File: config.mk
export PLATFORM = sky130hd
export DESIGN_NAME = pipeline_hazard_controller
export DESIGN_NICKNAME = d
export VERILOG_FILES = /design/src/rtl/pipeline_hazard_controller.sv
export SDC_FILE = /design/constraint.sdc
export NUM_CORES = 1
export LEC_CHECK = 0
export CAP_MARGIN = 20
export CELL_PAD_IN_SITES_DETAIL_PLACEMENT = 1
export CELL_PAD_IN_SITES_GLOBAL_PLACEMENT = 2
export CORE_MARGIN = 4
export CORE_UTILIZATION = 29
export CTS_CLUSTER_SIZE = 16
export DETAILED_ROUTE_END_ITERATION = 12
export PLACE_DENSITY_LB_ADDON = 0.05
export SLEW_MARGIN = 20
export SYNTH_ARGS = -nofsm -noshare
export SYNTH_HDL_FRONTEND = slang
export SYNTH_SLANG_ARGS = --single-unit
export TNS_END_PERCENT = 5
File: constraint.sdc
create_clock -name clock -period 10.6 [get_ports clock]
set_input_delay 3.18 -clock clock [delete_from_list [all_inputs] [get_ports clock]]
set_output_delay 3.18 -clock clock [all_outputs]
set_load 0.01 [all_outputs]
File: src/rtl/pipeline_hazard_controller.sv
// Hazard and sequencing control for the 3-stage pipeline: stall/flush/bubble,
// operand forwarding selects and the data-memory handshake with timeout.
module pipeline_hazard_controller #(
    parameter bit LOAD_FWD = 1'b0,
    parameter int TIMEOUT  = 16,
    parameter int CNT_W    = 16
) (
    input  logic             clock,
    input  logic             reset,
    input  logic [4:0]       rs1_de,
    input  logic [4:0]       rs2_de,
    input  logic             use_rs1_de,
    input  logic             use_rs2_de,
    input  logic             br_taken_de,
    input  logic [4:0]       rd_mw,
    input  logic             reg_wr_mw,
    input  logic             is_load_mw,
    input  logic             mem_access_mw,
    input  logic             mem_ready,
    output logic             stall_f,
    output logic             stall_de,
    output logic             flush_fd,
    output logic             bubble_mw,
    output logic             br_take,
    output logic [1:0]       fwd_a,
    output logic [1:0]       fwd_b,
    output logic             mem_valid,
    output logic             mem_error,
    output logic [CNT_W-1:0] stall_count
);
    // state    | meaning
    // RUN      | normal issue; forwarding and branch redirect active
    // MEM_WAIT | data access outstanding; pipeline frozen, MW held
    // LU_STALL | single cycle after a load-use bubble; operands from regfile
    // HALT     | access timed out; frozen until reset
    localparam logic [1:0] RUN      = 2'd0;
    localparam logic [1:0] MEM_WAIT = 2'd1;
    localparam logic [1:0] LU_STALL = 2'd2;
    localparam logic [1:0] HALT     = 2'd3;

    localparam logic [7:0] WAIT_LOAD = 8'(TIMEOUT - 1);

    logic [1:0]       state_q, state_d;
    logic [7:0]       wait_q, wait_d;
    logic             err_q, err_d;
    logic [CNT_W-1:0] stall_cnt_q, stall_cnt_d;

    logic       hit_a, hit_b, lu_hit, last_wait;
    logic       s_stall, s_bubble, s_br, s_valid;
    logic [1:0] s_fwd_a, s_fwd_b;

    assign hit_a  = use_rs1_de & reg_wr_mw & (rd_mw != 5'd0) & (rd_mw == rs1_de);
    assign hit_b  = use_rs2_de & reg_wr_mw & (rd_mw != 5'd0) & (rd_mw == rs2_de);
    assign lu_hit = (hit_a | hit_b) & is_load_mw & ~LOAD_FWD;

    // wait_q holds the not-ready cycles still allowed; the first one is spent in RUN
    assign last_wait = (state_q == RUN) ? (TIMEOUT <= 1) : (wait_q <= 8'd1);

    always_comb begin
        state_d  = state_q;
        wait_d   = wait_q;
        err_d    = err_q;
        s_stall  = 1'b0;
        s_bubble = 1'b0;
        s_br     = 1'b0;
        s_valid  = 1'b0;
        s_fwd_a  = 2'b00;
        s_fwd_b  = 2'b00;
        case (state_q)
            RUN, MEM_WAIT: begin
                s_valid = (state_q == MEM_WAIT) | mem_access_mw;
                if (s_valid & ~mem_ready) begin
                    s_stall = 1'b1;
                    if (last_wait) begin
                        state_d = HALT;
                        err_d   = 1'b1;
                        wait_d  = 8'd0;
                    end else begin
                        state_d = MEM_WAIT;
                        wait_d  = (state_q == RUN) ? WAIT_LOAD : wait_q - 8'd1;
                    end
                end else begin
                    // access done (or none): the cycle resolves exactly like RUN
                    wait_d = 8'd0;
                    if (lu_hit) begin
                        s_stall  = 1'b1;
                        s_bubble = 1'b1;
                        state_d  = LU_STALL;
                    end else begin
                        state_d = RUN;
                        s_fwd_a = hit_a ? (is_load_mw ? 2'b10 : 2'b01) : 2'b00;
                        s_fwd_b = hit_b ? (is_load_mw ? 2'b10 : 2'b01) : 2'b00;
                        s_br    = br_taken_de;
                    end
                end
            end
            LU_STALL: begin
                state_d = RUN;
                s_br    = br_taken_de;
            end
            default: begin
                s_stall  = 1'b1;
                s_bubble = 1'b1;
                err_d    = 1'b1;
            end
        endcase
    end

    always_comb begin
        stall_cnt_d = stall_cnt_q;
        if (s_stall && !(&stall_cnt_q))
            stall_cnt_d = stall_cnt_q + {{(CNT_W-1){1'b0}}, 1'b1};
    end

    always_ff @(posedge clock or negedge reset) begin
        if (!reset) begin
            state_q     <= RUN;
            wait_q      <= 8'd0;
            err_q       <= 1'b0;
            stall_cnt_q <= '0;
        end else begin
            state_q     <= state_d;
            wait_q      <= wait_d;
            err_q       <= err_d;
            stall_cnt_q <= stall_cnt_d;
        end
    end

    // gate with reset so every output is 0 while reset is held
    assign stall_f     = reset & s_stall;
    assign stall_de    = reset & s_stall;
    assign bubble_mw   = reset & s_bubble;
    assign br_take     = reset & s_br;
    assign flush_fd    = reset & s_br;
    assign mem_valid   = reset & s_valid;
    assign fwd_a       = reset ? s_fwd_a : 2'b00;
    assign fwd_b       = reset ? s_fwd_b : 2'b00;
    assign mem_error   = err_q;
    assign stall_count = stall_cnt_q;

endmodule
Word-level counts from Yosys, hierarchy flattened:

Index checks and enable logic that the tools add are counted.

* eq/ne operators: 6
* magnitude comparators: 1
* bitwise gates (word level): 16
* muxes and demuxes: 31
* reduce and logical (&&, ||, !) cells: 8
* add/sub/neg operators: 2

Operator list (number)
* $mux W2: 14
* $mux W8: 3
* $add A16 B1 Y16 const B: 1
* $reduce_and A16 Y1: 1
* $and A1 B1 Y1: 12
* $eq A5 B5 Y1: 2
* $mux W1: 9
* $le A8 B1 Y1 const B: 1
* $pmux W1 S2: 4
* $sub A8 B1 Y8 const B: 1
* $reduce_bool A5 Y1: 1
* $ne A2 B2 Y1 const B: 2
* $pmux W2 S2: 1
* $reduce_and A3 Y1: 1
* $eq A2 B1 Y1 const B: 1
* $eq A2 B2 Y1 const B: 1
* $logic_not A2 Y1: 1
* $not A1 Y1: 2
* $or A1 B1 Y1: 2
* $reduce_bool A2 Y1: 1
* $reduce_or A2 Y1: 1
* $logic_and A1 B1 Y1: 1
* $logic_not A1 Y1: 1

* word-level logic and storage cells: 68
* flip-flop bits (word level): 27
* output and inout port bits: 27
* input port bits: 24

Depth between registers and ports, before layout:

Gate-level depths: netlist of run 1.

* depth after elaboration: 9
* mapped depth: 9
* gate-level depth less buffers: 9

Worst setup path after synthesis of run 1:

OpenSTA, ideal clock, no wires.

* path type: input-to-output
* start point: input rd_mw[0]
* end point: output stall_f
* stages on the path: 6
* buffers on the path: 1
* required time: 7420 ps
* arrival: 4900 ps
* path slack: 2520 ps
* cell sequence: or4_2 o21ai_0 a2111oi_4 or2_2 and2_1 buf_4

* longest elaborated chain between the ends: 9
* elaborated cells between the ends (all ways): 13
* those cells by class: eq/ne (2); mux (3); bitwise (7); reduce/logical (1)

RTL lines
* start: declaration: line 15 `input logic [4:0] rd_mw,`
* $reduce_bool A5 Y1: line 52, 53
* $and A1 B1 Y1, on equally long branches (2 in a row): line 52, 53
* $or A1 B1 Y1 *: line 54 `assign lu_hit = (hit_a | hit_b) & is_load_mw & ~LOAD_FWD;`
* $and A1 B1 Y1 *: line 54
* $mux W1 *: line 85 `if (lu_hit) begin`
* $mux W1 *: line 72 `if (s_valid & ~mem_ready) begin`
* $pmux W1 S2 *: line 69 `case (state_q)`
* $and A1 B1 Y1 *
* end: declaration: line 20 `output logic stall_f,`

Mark *: on every way between the ends. The rest lies on a longest branch, timed or not.

Worst setup path in the final report of run 1:

* start point: input rd_mw[4]
* end point: output stall_f

* longest elaborated chain between the ends: 9
* elaborated cells between the ends (all ways): 13
* those cells by class: eq/ne (2); mux (3); bitwise (7); reduce/logical (1)

RTL lines
* $reduce_bool A5 Y1: line 52, 53
* $and A1 B1 Y1, on equally long branches (2 in a row): line 52, 53
* $or A1 B1 Y1 *: line 54
* $and A1 B1 Y1 *: line 54
* $mux W1 *: line 85
* $mux W1 *: line 72
* $pmux W1 S2 *: line 69
* $and A1 B1 Y1 *: line 130 `assign stall_f = reset & s_stall;`

Marks and branches as above.

==> flow_summary.ini, run 1 <==
[run_status]
status = complete, no violations

[sta]
tightest_slew_ns = 0.9881
finalCritPeriodShare_pct = 85.55
setup_tns_ns = 0
hold_violations = 0
clock_skew_ns = 0.005912
finalSetupViolations = 0
post-route-min-period_ns = 9.068
rsz0062_at_grt = false
slew_violations = 0
max_freq_ghz = 0.1103
slew_headroom_pct = 33.68
post-route-worst-setup-slack_ns = 1.532
whs_ns = 0.4835

[floorplanning]
die_w_um = 82.75
initial_core_util_pct = 30.75
die_area_um2 = 6847
row_count = 26
io_pins = 51
core-area_um2 = 5270
dieHeight_um = 82.75

[routing]
first_pass_iters = 4
via_per_inst = 4.948
antenna_left = 0
drt_iter0_drc = 36
wirelength_um = 4437
drc = 0
via_count = 1420
wire_per_inst_um = 15.46

[yosys]
synthFlopType = dfrtp_1
yosysUniqueCellTypes = 44
syn_inst = 169
synth_seq_area_share_pct = 41.70
synth_edf_count = 0
ys.warnings.count = 0
async_flop_share_pct = 100.0
avgSynthCellArea_um2 = 9.588
syn_area_um2 = 1620
ys_ff_latch = 27

[global_routing]
grt_pass1_vias = 1509
grt_start_max_net_pins = 32
grt-ovfl-total = 0
grt_usage_pct = 13.79
grt_antenna_before_repair = 0
grt_pass1_wl_um = 7251

[place]
dpl.hpwl_um = 3415
place_inst = 283
placed_cell_area_um2 = 2161
port_buffers = 48
pre_cts_ws_ns = 1.514
gp_congestion = 0.7460

[pwr]
ir_worst_vdd_v = 0.00008549
p_leak_nw = 0.9187
powerDensity_nw_per_um2 = 192.9

[setup_path]
critPathMaxStageDelay_ns = 0.57
path_cells = clkdlybuf4s50_1, xor2_1, nor4_1, nand3_1, a2111oi_4, or2_2, and2_1, clkdlybuf4s50_1
cp-start-kind = input pin
crit_family = buffers and inverters
worstSetupPathType = input pin to output port
critPathArrivalTime_ns = 5.89
crit_buf_inv = 2
endpoint_kind = output port
cpMostUsedCell = clkdlybuf4s50_1
cp_slowest_cell = a2111oi_4
cp.required_ns = 7.42
crit_fanout = 5

[cts]
cts-resized-gates = 0
clk_pin_slew_ns = 0.11
holdBufCountCts = 0
cts_tree = built
clockBufferDepth = 2
cts.sinks = 27
post_cts_buffers = 0
htreeDepth = 1
cts_made_buffers = 3
clk_latency_ns = 0.28
clockRootBuffer = clkbuf_8

[cells_and_area]
final-instance-count-excl-fill = 287
area_delta_synth_final_pct = 36.45
nets = 245
antenna_cells = 0
final_layout_size_suffix_gt1_share_pct = 9.677
postLayoutCellArea_um2 = 2211

[hold_path]
hold_path_class = flip-flop to flip-flop

[job]
cap_violations = 0
flip-flops by register name, indices dropped and copies added (netlist names):
signal,cells
state_q,2
wait_q,8
stall_count,16
mem_error,1
through the flow:
stage               util (%)  total power, mW
floorplan                  -           0.2828
global placement       41.00           0.3574
detailed placement     41.00           0.3664
CTS                    41.95           0.4353
global route           41.95           0.4606
finish                 41.95           0.4265
where the power goes:
group / internal [mW] / total, mW / leakage [nW] / switching, mW
logic: 0.0930 / 0.192 / 0.543 / 0.0988
registers: 0.130 / 0.168 / 0.350 / 0.0386
clock network: 0.0277 / 0.0663 / 0.0261 / 0.0385
total: 0.251 / 0.427 / 0.919 / 0.176
synth_stat cells, drive strengths merged, types with 2 or more instances:
| cell | count | area share, % |
|---|---|---|
| or3 | 2 | 0.77 |
| dfrtp | 27 | 42 |
| ha | 3 | 2.3 |
| and3 | 2 | 0.85 |
| a31oi | 2 | 0.77 |
| buf | 5 | 2.2 |
| nor4 | 5 | 4.2 |
| and4 | 2 | 1.1 |
| or2 | 2 | 0.77 |
| inv | 6 | 1.4 |
| xnor2 | 6 | 3.2 |
| xor2 | 17 | 9.2 |
| nand3 | 6 | 2.2 |
| nor3 | 6 | 1.9 |
| mux2 | 2 | 1.4 |
| nand4 | 2 | 0.77 |
| nor2 | 19 | 4.6 |
| nand2 | 15 | 3.5 |
| nor2b | 3 | 1.2 |
| o21ai | 15 | 5.6 |
| a21oi | 7 | 2.2 |
logic make-up (layout without fill, tap and decap cells):
| group | Yosys count | in the layout | share of synthesized area [%] |
|---|---|---|---|
| simple gates | 70 | 70 | 24.94 |
| compound gates | 31 | 31 | 13.21 |
| flops | 27 | 27 | 41.70 |
| xor+xnor | 23 | 23 | 12.43 |
| buf+inv | 12 | 59 | 3.783 |
| fa+ha+maj | 3 | 3 | 2.317 |
| mux | 2 | 2 | 1.390 |
| other cells | 1 | 2 | 0.2314 |
layer usage:
metal | GRT usage (%) | routed length [µm]
met1 | 16.72 | 1964
met2 | 24.60 | 2214
met5 | 0 | 0
met4 | 3.431 | 29
met3 | 3.037 | 230
worst register-to-register path, delay by kind of cell, from the launching register on:
family | cells | cell delay [ns]
buf+inv | 1 | 0.07
simple gates | 3 | 0.51
flops | 1 | 0.40
compound gates | 2 | 1.21
fa+ha+maj | 1 | 0.24
placed cells by master (no fill, tap or decap), types with 3 or more instances in the layout:
cell             instances
nand2_1                 15
nor3_1                   6
dfrtp_1                 27
xnor2_1                  6
a21oi_1                  7
clkbuf_8                 3
xor2_1                  17
nor2_1                  18
ha_1                     3
nand3_1                  5
clkdlybuf4s50_1         48
nor2b_1                  3
inv_1                    6
o21ai_0                 13
final cells by class:
| class | count | area [µm²] |
|---|---|---|
| fill | 618 | 3059 |
| clock buffer | 3 | 41.29 |
| sequential | 27 | 675.6 |
| timing repair buffer | 49 | 488.0 |
| tap | 70 | 87.58 |
| clock inverter | 1 | 8.758 |
| inverter | 6 | 22.52 |
| multi-input combinational | 131 | 887.1 |
final timing paths:
| kind | cells past startpoint | to | slack (ns) | from |
|---|---|---|---|---|
| max | 8 | stall_f | 1.53 | rd_mw[4] |
| min | 1 | mem_error | 0.48 | mem_error |
| min in group asynchronous | 2 | wait_q[0] | 3.28 | reset |
| min reg2reg | 1 | mem_error | 0.48 | mem_error |
| max in group asynchronous | 2 | state_q[0] | 7.04 | reset |
| max reg2reg | 7 | wait_q[4] | 8.06 | wait_q[0] |
Power figures use the tool's default switching activity.
==> run 2: changes to the inputs <==
--- a/config.mk
+++ b/config.mk
@@ -13,6 +13,7 @@
 export CTS_CLUSTER_SIZE = 16
 export DETAILED_ROUTE_END_ITERATION = 12
 export PLACE_DENSITY_LB_ADDON = 0.05
+export RECOVER_POWER = 100
 export SLEW_MARGIN = 20
 export SYNTH_ARGS = -nofsm -noshare
 export SYNTH_HDL_FRONTEND = slang
==> flow_summary.ini, run 2 (synthesis results as in run 1) <==
[cells_and_area]
largest_register_ffs = 16
final_layout_size_suffix_gt1_share_pct = 7.373
antenna_cells = 0
final_cell_mix = dlygate4sd3_1 (29), dfrtp_1 (27), nor2_1 (19), clkdlybuf4s50_1 (19), xor2_1 (17)
layout_commonest_cell = dlygate4sd3_1
area_delta_synth_final_pct = 34.59
final-instance-count-excl-fill = 287
fill_cells = 622
nets = 245

[global_routing]
use_met1_pct = 16.72
busiest_layer = met2
grt_start_max_net_pins = 32
grtUsageMet3_pct = 3.037
use_met2_pct = 24.60
grt_pass1_wl_um = 7251
grt_usage_pct = 13.79
grt_pass1_vias = 1509
grt-ovfl-total = 0
grt_antenna_before_repair = 0

[pwr]
powerDensity_nw_per_um2 = 189.8
switching_share_pct = 41.71
switchingPower_mw = 0.1726
ir_worst_vdd_v = 0.00008254
p_leak_nw = 0.9720
power_mw = 0.4139
clkPwrFrac_pct = 16.0
seq_power_share_pct = 40.5
comb_power_share_pct = 43.5
internal-power_mw = 0.2413

[floorplanning]
row_count = 26
dieHeight_um = 82.75
die_area_um2 = 6847
io_pins = 51
initial_core_util_pct = 30.75
core-area_um2 = 5270
die_w_um = 82.75

[cts]
cts-resized-gates = 0
clockRootBuffer = clkbuf_8
cts_tree = built
htreeDepth = 1
cts_made_buffers = 3
cts.sinks = 27
clockBufferDepth = 2
clk_latency_ns = 0.28
holdBufCountCts = 0
clk_pin_slew_ns = 0.11
post_cts_buffers = 0

[routing]
first_pass_iters = 4
wire_per_inst_um = 15.41
via_per_inst = 4.948
via_count = 1420
drt_iter0_drc = 34
wirelength_um = 4424
antenna_left = 0
drc = 0

[sta]
finalCritPeriodShare_pct = 87.83
setup_tns_ns = 0
post-route-min-period_ns = 9.310
clock_skew_ns = 0.005948
whs_ns = 0.4784
slew_headroom_pct = 7.796
tightest_slew_ns = 1.369
finalSetupViolations = 0
hold_violations = 0
rsz0062_at_grt = false
slew_violations = 0
max_freq_ghz = 0.1074

[setup_path]
cp.required_ns = 7.42
worstSetupPathType = input pin to output port
endpoint_kind = output port
critPathArrivalTime_ns = 6.13
cp-start-kind = input pin
crit_fanout = 5

[place]
place_inst = 283
dpl.hpwl_um = 3415
gp_congestion = 0.7460
port_buffers = 48

[job]
cap_violations = 0

[run_status]
status = complete, no violations

[hold_path]
hold_path_class = flip-flop to flip-flop
## run 2: cell types whose count changed in the layout (fill, tap and decap cells not counted), sizes merged
cell and change:
clkdlybuf4s50 -29, dlygate4sd3 +29
## run 2: layout make-up
type	count	area (µm²)	share of cell area (%)
clock buffer	3	41.29	1.893
clock inverter	1	8.758	0.4016
inverter	6	22.52	1.033
multi-input combinational	131	857.1	39.30
sequential	27	675.6	30.98
tap	70	87.58	4.016
timing repair buffer	49	488.0	22.38
## run 2: per-stage QoR
step | area (µm²) | setup slack, ns | util [%]
after global placement | 2161 | 1.576 | 41.00
after floorplan | 1624 | 2.520 | -
after CTS | 2211 | 1.495 | 41.95
after detailed placement | 2161 | 1.514 | 41.00
final | 2181 | 1.290 | 41.38
after global routing | 2181 | 1.085 | 41.38
## run 2: routing by layer
metal,vias to the layer above,wire [µm]
li1,678,-
met1,704,1949
met2,36,2211
met3,2,235
met4,0,29
met5,-,0
## run 2: path summary, 6_finish.rpt
path	start	to	slack, ns	cells past startpoint
max	rd_mw[0]	flush_fd	1.29	7
min	mem_error	mem_error	0.48	1
max reg2reg	state_q[1]	stall_count[1]	7.86	5
min reg2reg	mem_error	mem_error	0.48	1
max in group asynchronous	reset	state_q[0]	6.97	2
min in group asynchronous	reset	wait_q[0]	3.35	2
## run 2: worst max-delay path, stage by stage
cell           delay [ns]
dlygate4sd3_1        0.60
or4_2                0.67
o21ai_0              0.39
a2111oi_4            0.10
nor2_1               0.35
and3_2               0.25
dlygate4sd3_1        0.60
## run 2: power groups by stage
stage	clock [mW]	sequential (mW)	combinational (mW)
after floorplan	0	0.161	0.122
after global placement	0	0.169	0.188
after detailed placement	0	0.171	0.196
after CTS	0.0693	0.169	0.197
after global routing	0.0719	0.174	0.202
final	0.0662	0.168	0.180
==> RTL edit, RTL diff (settings of run 1) <==
`CNT_W`: 16 -> 32.
--- a/src/rtl/pipeline_hazard_controller.sv
+++ b/src/rtl/pipeline_hazard_controller.sv
@@ -4,5 +4,5 @@
     parameter bit LOAD_FWD = 1'b0,
     parameter int TIMEOUT  = 16,
-    parameter int CNT_W    = 16
+    parameter int CNT_W    = 32
 ) (
     input  logic             clock,
Interface: changed (resized stall_count); port bits go from 51 to 67. No check against the original RTL was run, so the function may have changed too.
==> RTL edit against run 1 <==
Count of clock-buffer cells in the layout increased by 4. Fmax is 4.1% higher. Sequential cell count increased by 16. Synthesized area is 47% higher. Power is 28% higher. Non-clock buffer count increased by 16. Wire length rose by 43%. Clock power increased by 81%. Final area rose by 44%. Worst setup slack better by 360 ps.
==> RTL edit: results (changes against run 1) <==
.. list-table::
   :header-rows: 1

   * - Metric
     - Value
   * - Filler cell count
     - 922 (+49%)
   * - Fraction of layout instances using a drive strength above 1
     - 0.0548 (-0.0419)
   * - Clock-pin slew reported for the worst setup and hold paths after clock tree synthesis
     - 90 ps (-20 ps)
   * - Maximum level of the CTS H-tree
     - 2 (+1)
   * - Placer's final routability congestion estimate
     - 0.728 (-2.4%)
   * - Worst supply voltage drop on vdd
     - 0.0924 mV (+8.1%)
   * - Largest net degree at the start of global routing
     - 47 (+47%)
   * - GR Util met2
     - 0.229 (-0.0167)
   * - Buffer levels on the longest clock path
     - 2 (unchanged)
   * - Synth Register Bits
     - 43 (+59%)
   * - Critical path arrival
     - 5530 ps (-360 ps)
   * - Synth top area cells
     - sky130_fd_sc_hd__dfrtp_1 (45%), sky130_fd_sc_hd__xnor2_1 (8.5%), sky130_fd_sc_hd__xor2_1 (6.6%)
   * - Global-route wire length before repair
     - 11.0 mm (+52%)
   * - Max reg flops
     - 32 (+16)
   * - Overall fraction of global-route tracks in use
     - 0.139 (+0.000991)
   * - Vias per Instance
     - 4.90 (-1.0%)
   * - Sequential cell area fraction in the yosys report
     - 0.453 (+0.0361)
   * - Status
     - finished clean
   * - Total half-perimeter wirelength after legalization and detailed placement
     - 4.64 mm (+36%)
   * - Commonest cells post-synth
     - sky130_fd_sc_hd__dfrtp_1 (43), sky130_fd_sc_hd__nand2_1 (24), sky130_fd_sc_hd__xnor2_1 (23)
   * - Mapped Avg Cell Area
     - 9.61 sq um (+0.28%)
   * - Number of global-route vias before repair
     - 2180 (+44%)
   * - IO buf count
     - 64 (+33%)
   * - Rel. slew slack
     - 0.452 (+0.115)
   * - Unique masters post-synth
     - 39 (-11%)
   * - Highest net fanout along the worst path
     - 4 (-1)
   * - Worst path max stage delay
     - 540 ps (-30 ps)
   * - Mean routed wirelength per cell
     - 15.4 um (-0.24%)
   * - Cell type of the slowest stage on the worst timing path
     - sky130_fd_sc_hd__or4_1
   * - Met1 global-route usage
     - 0.182 (+0.0144)
   * - Insertion delay to the later sink of the worst-skew pair
     - 300 ps (+20 ps)
   * - Post_cts resized
     - 0 (unchanged)
   * - Detailed Route Iter0 Violations
     - 41 (+14%)
   * - Largest clock skew in the final design
     - 12.9 ps (+7.00 ps)
   * - Number of buffers inserted during clock tree synthesis
     - 5 (+2)
   * - Static leakage
     - 0.00137 uW (+49%)
   * - Met3 GRT Util
     - 0.0410 (+0.0107)
[RTL edit: changes by cell type after synthesis, moves of 3 or more]
cell	before	now
sky130_fd_sc_hd__nand3_1	5	13
sky130_fd_sc_hd__and2_1	1	4
sky130_fd_sc_hd__clkbuf_1	1	4
sky130_fd_sc_hd__nand4_1	2	12
sky130_fd_sc_hd__dfrtp_1	27	43
sky130_fd_sc_hd__nor4_1	2	7
sky130_fd_sc_hd__and3_1	1	11
sky130_fd_sc_hd__or4_1	0	4
sky130_fd_sc_hd__xnor2_1	6	23
sky130_fd_sc_hd__a21oi_1	7	4
sky130_fd_sc_hd__nand2_1	15	24
[RTL edit: cell families after synthesis]
kind of cell / count (synthesis) / share of synthesized area
AND/OR/NAND/NOR: 114 / 0.255
flip-flops: 43 / 0.453
XOR/XNOR: 41 / 0.151
AO/OA/AOI/OAI: 27 / 0.0769
buffers and inverters: 17 / 0.0416
adder cells (fa/ha/maj): 3 / 0.0158
other: 1 / 0.00158
multiplexers: 1 / 0.00474
[RTL edit: path summary, 6_finish.rpt]
check                               startpoint         endpoint  slack (ps)  depth (start not counted)
worst max-delay path                  rd_mw[0]         flush_fd        1890                          7
worst min-delay path                 mem_error        mem_error         470                          1
worst max register to register  stall_count[2]  stall_count[13]        7930                          7
worst min register to register       mem_error        mem_error         470                          1
max in group asynchronous                reset   stall_count[0]        7230                          2
min in group asynchronous                reset  stall_count[27]        2970                          2
[RTL edit: final cells by class]
class | instances | share of cell area
inverter | 6 | 0.00709
tap | 102 | 0.0402
timing repair buffer | 65 | 0.202
multi-input combinational | 188 | 0.379
clock inverter | 1 | 0.00236
clock buffer | 7 | 0.0303
sequential | 43 | 0.339
[RTL edit: routing by layer]
layer  share of wire  wire [um]
met1            0.47       3010
met2            0.47       3020
met4          0.0079         50
met3           0.044        281
met5               0          0
[RTL edit: worst register-to-register path, cell delays in order, from the launching register on]
cell and delay, ps:
sky130_fd_sc_hd__dfrtp_1 470, sky130_fd_sc_hd__and4_4 290, sky130_fd_sc_hd__nand4_2 140, sky130_fd_sc_hd__or4_4 580, sky130_fd_sc_hd__o31a_1 260, sky130_fd_sc_hd__and2_1 380
sky130_fd_sc_hd__and3_1 310, sky130_fd_sc_hd__xor2_1 140
[RTL edit: per-stage QoR]
step	setup slack (ps)	instance area, sq um	utilization	std cells	hold WS [ps]
final	1890	3180	0.405	412	468
after detailed placement	1840	3070	0.392	404	453
after floorplan	2910	2380	-	248	464
after CTS	1840	3180	0.405	412	476
after global placement	1910	3070	0.392	404	450
after global routing	1690	3180	0.405	412	510
[RTL edit: where the power goes]
group / switching (uW) / internal [uW] / total (uW)
sequential: 42.8 / 190 / 232
combinational: 103 / 91.9 / 195
clock: 60.7 / 59.4 / 120
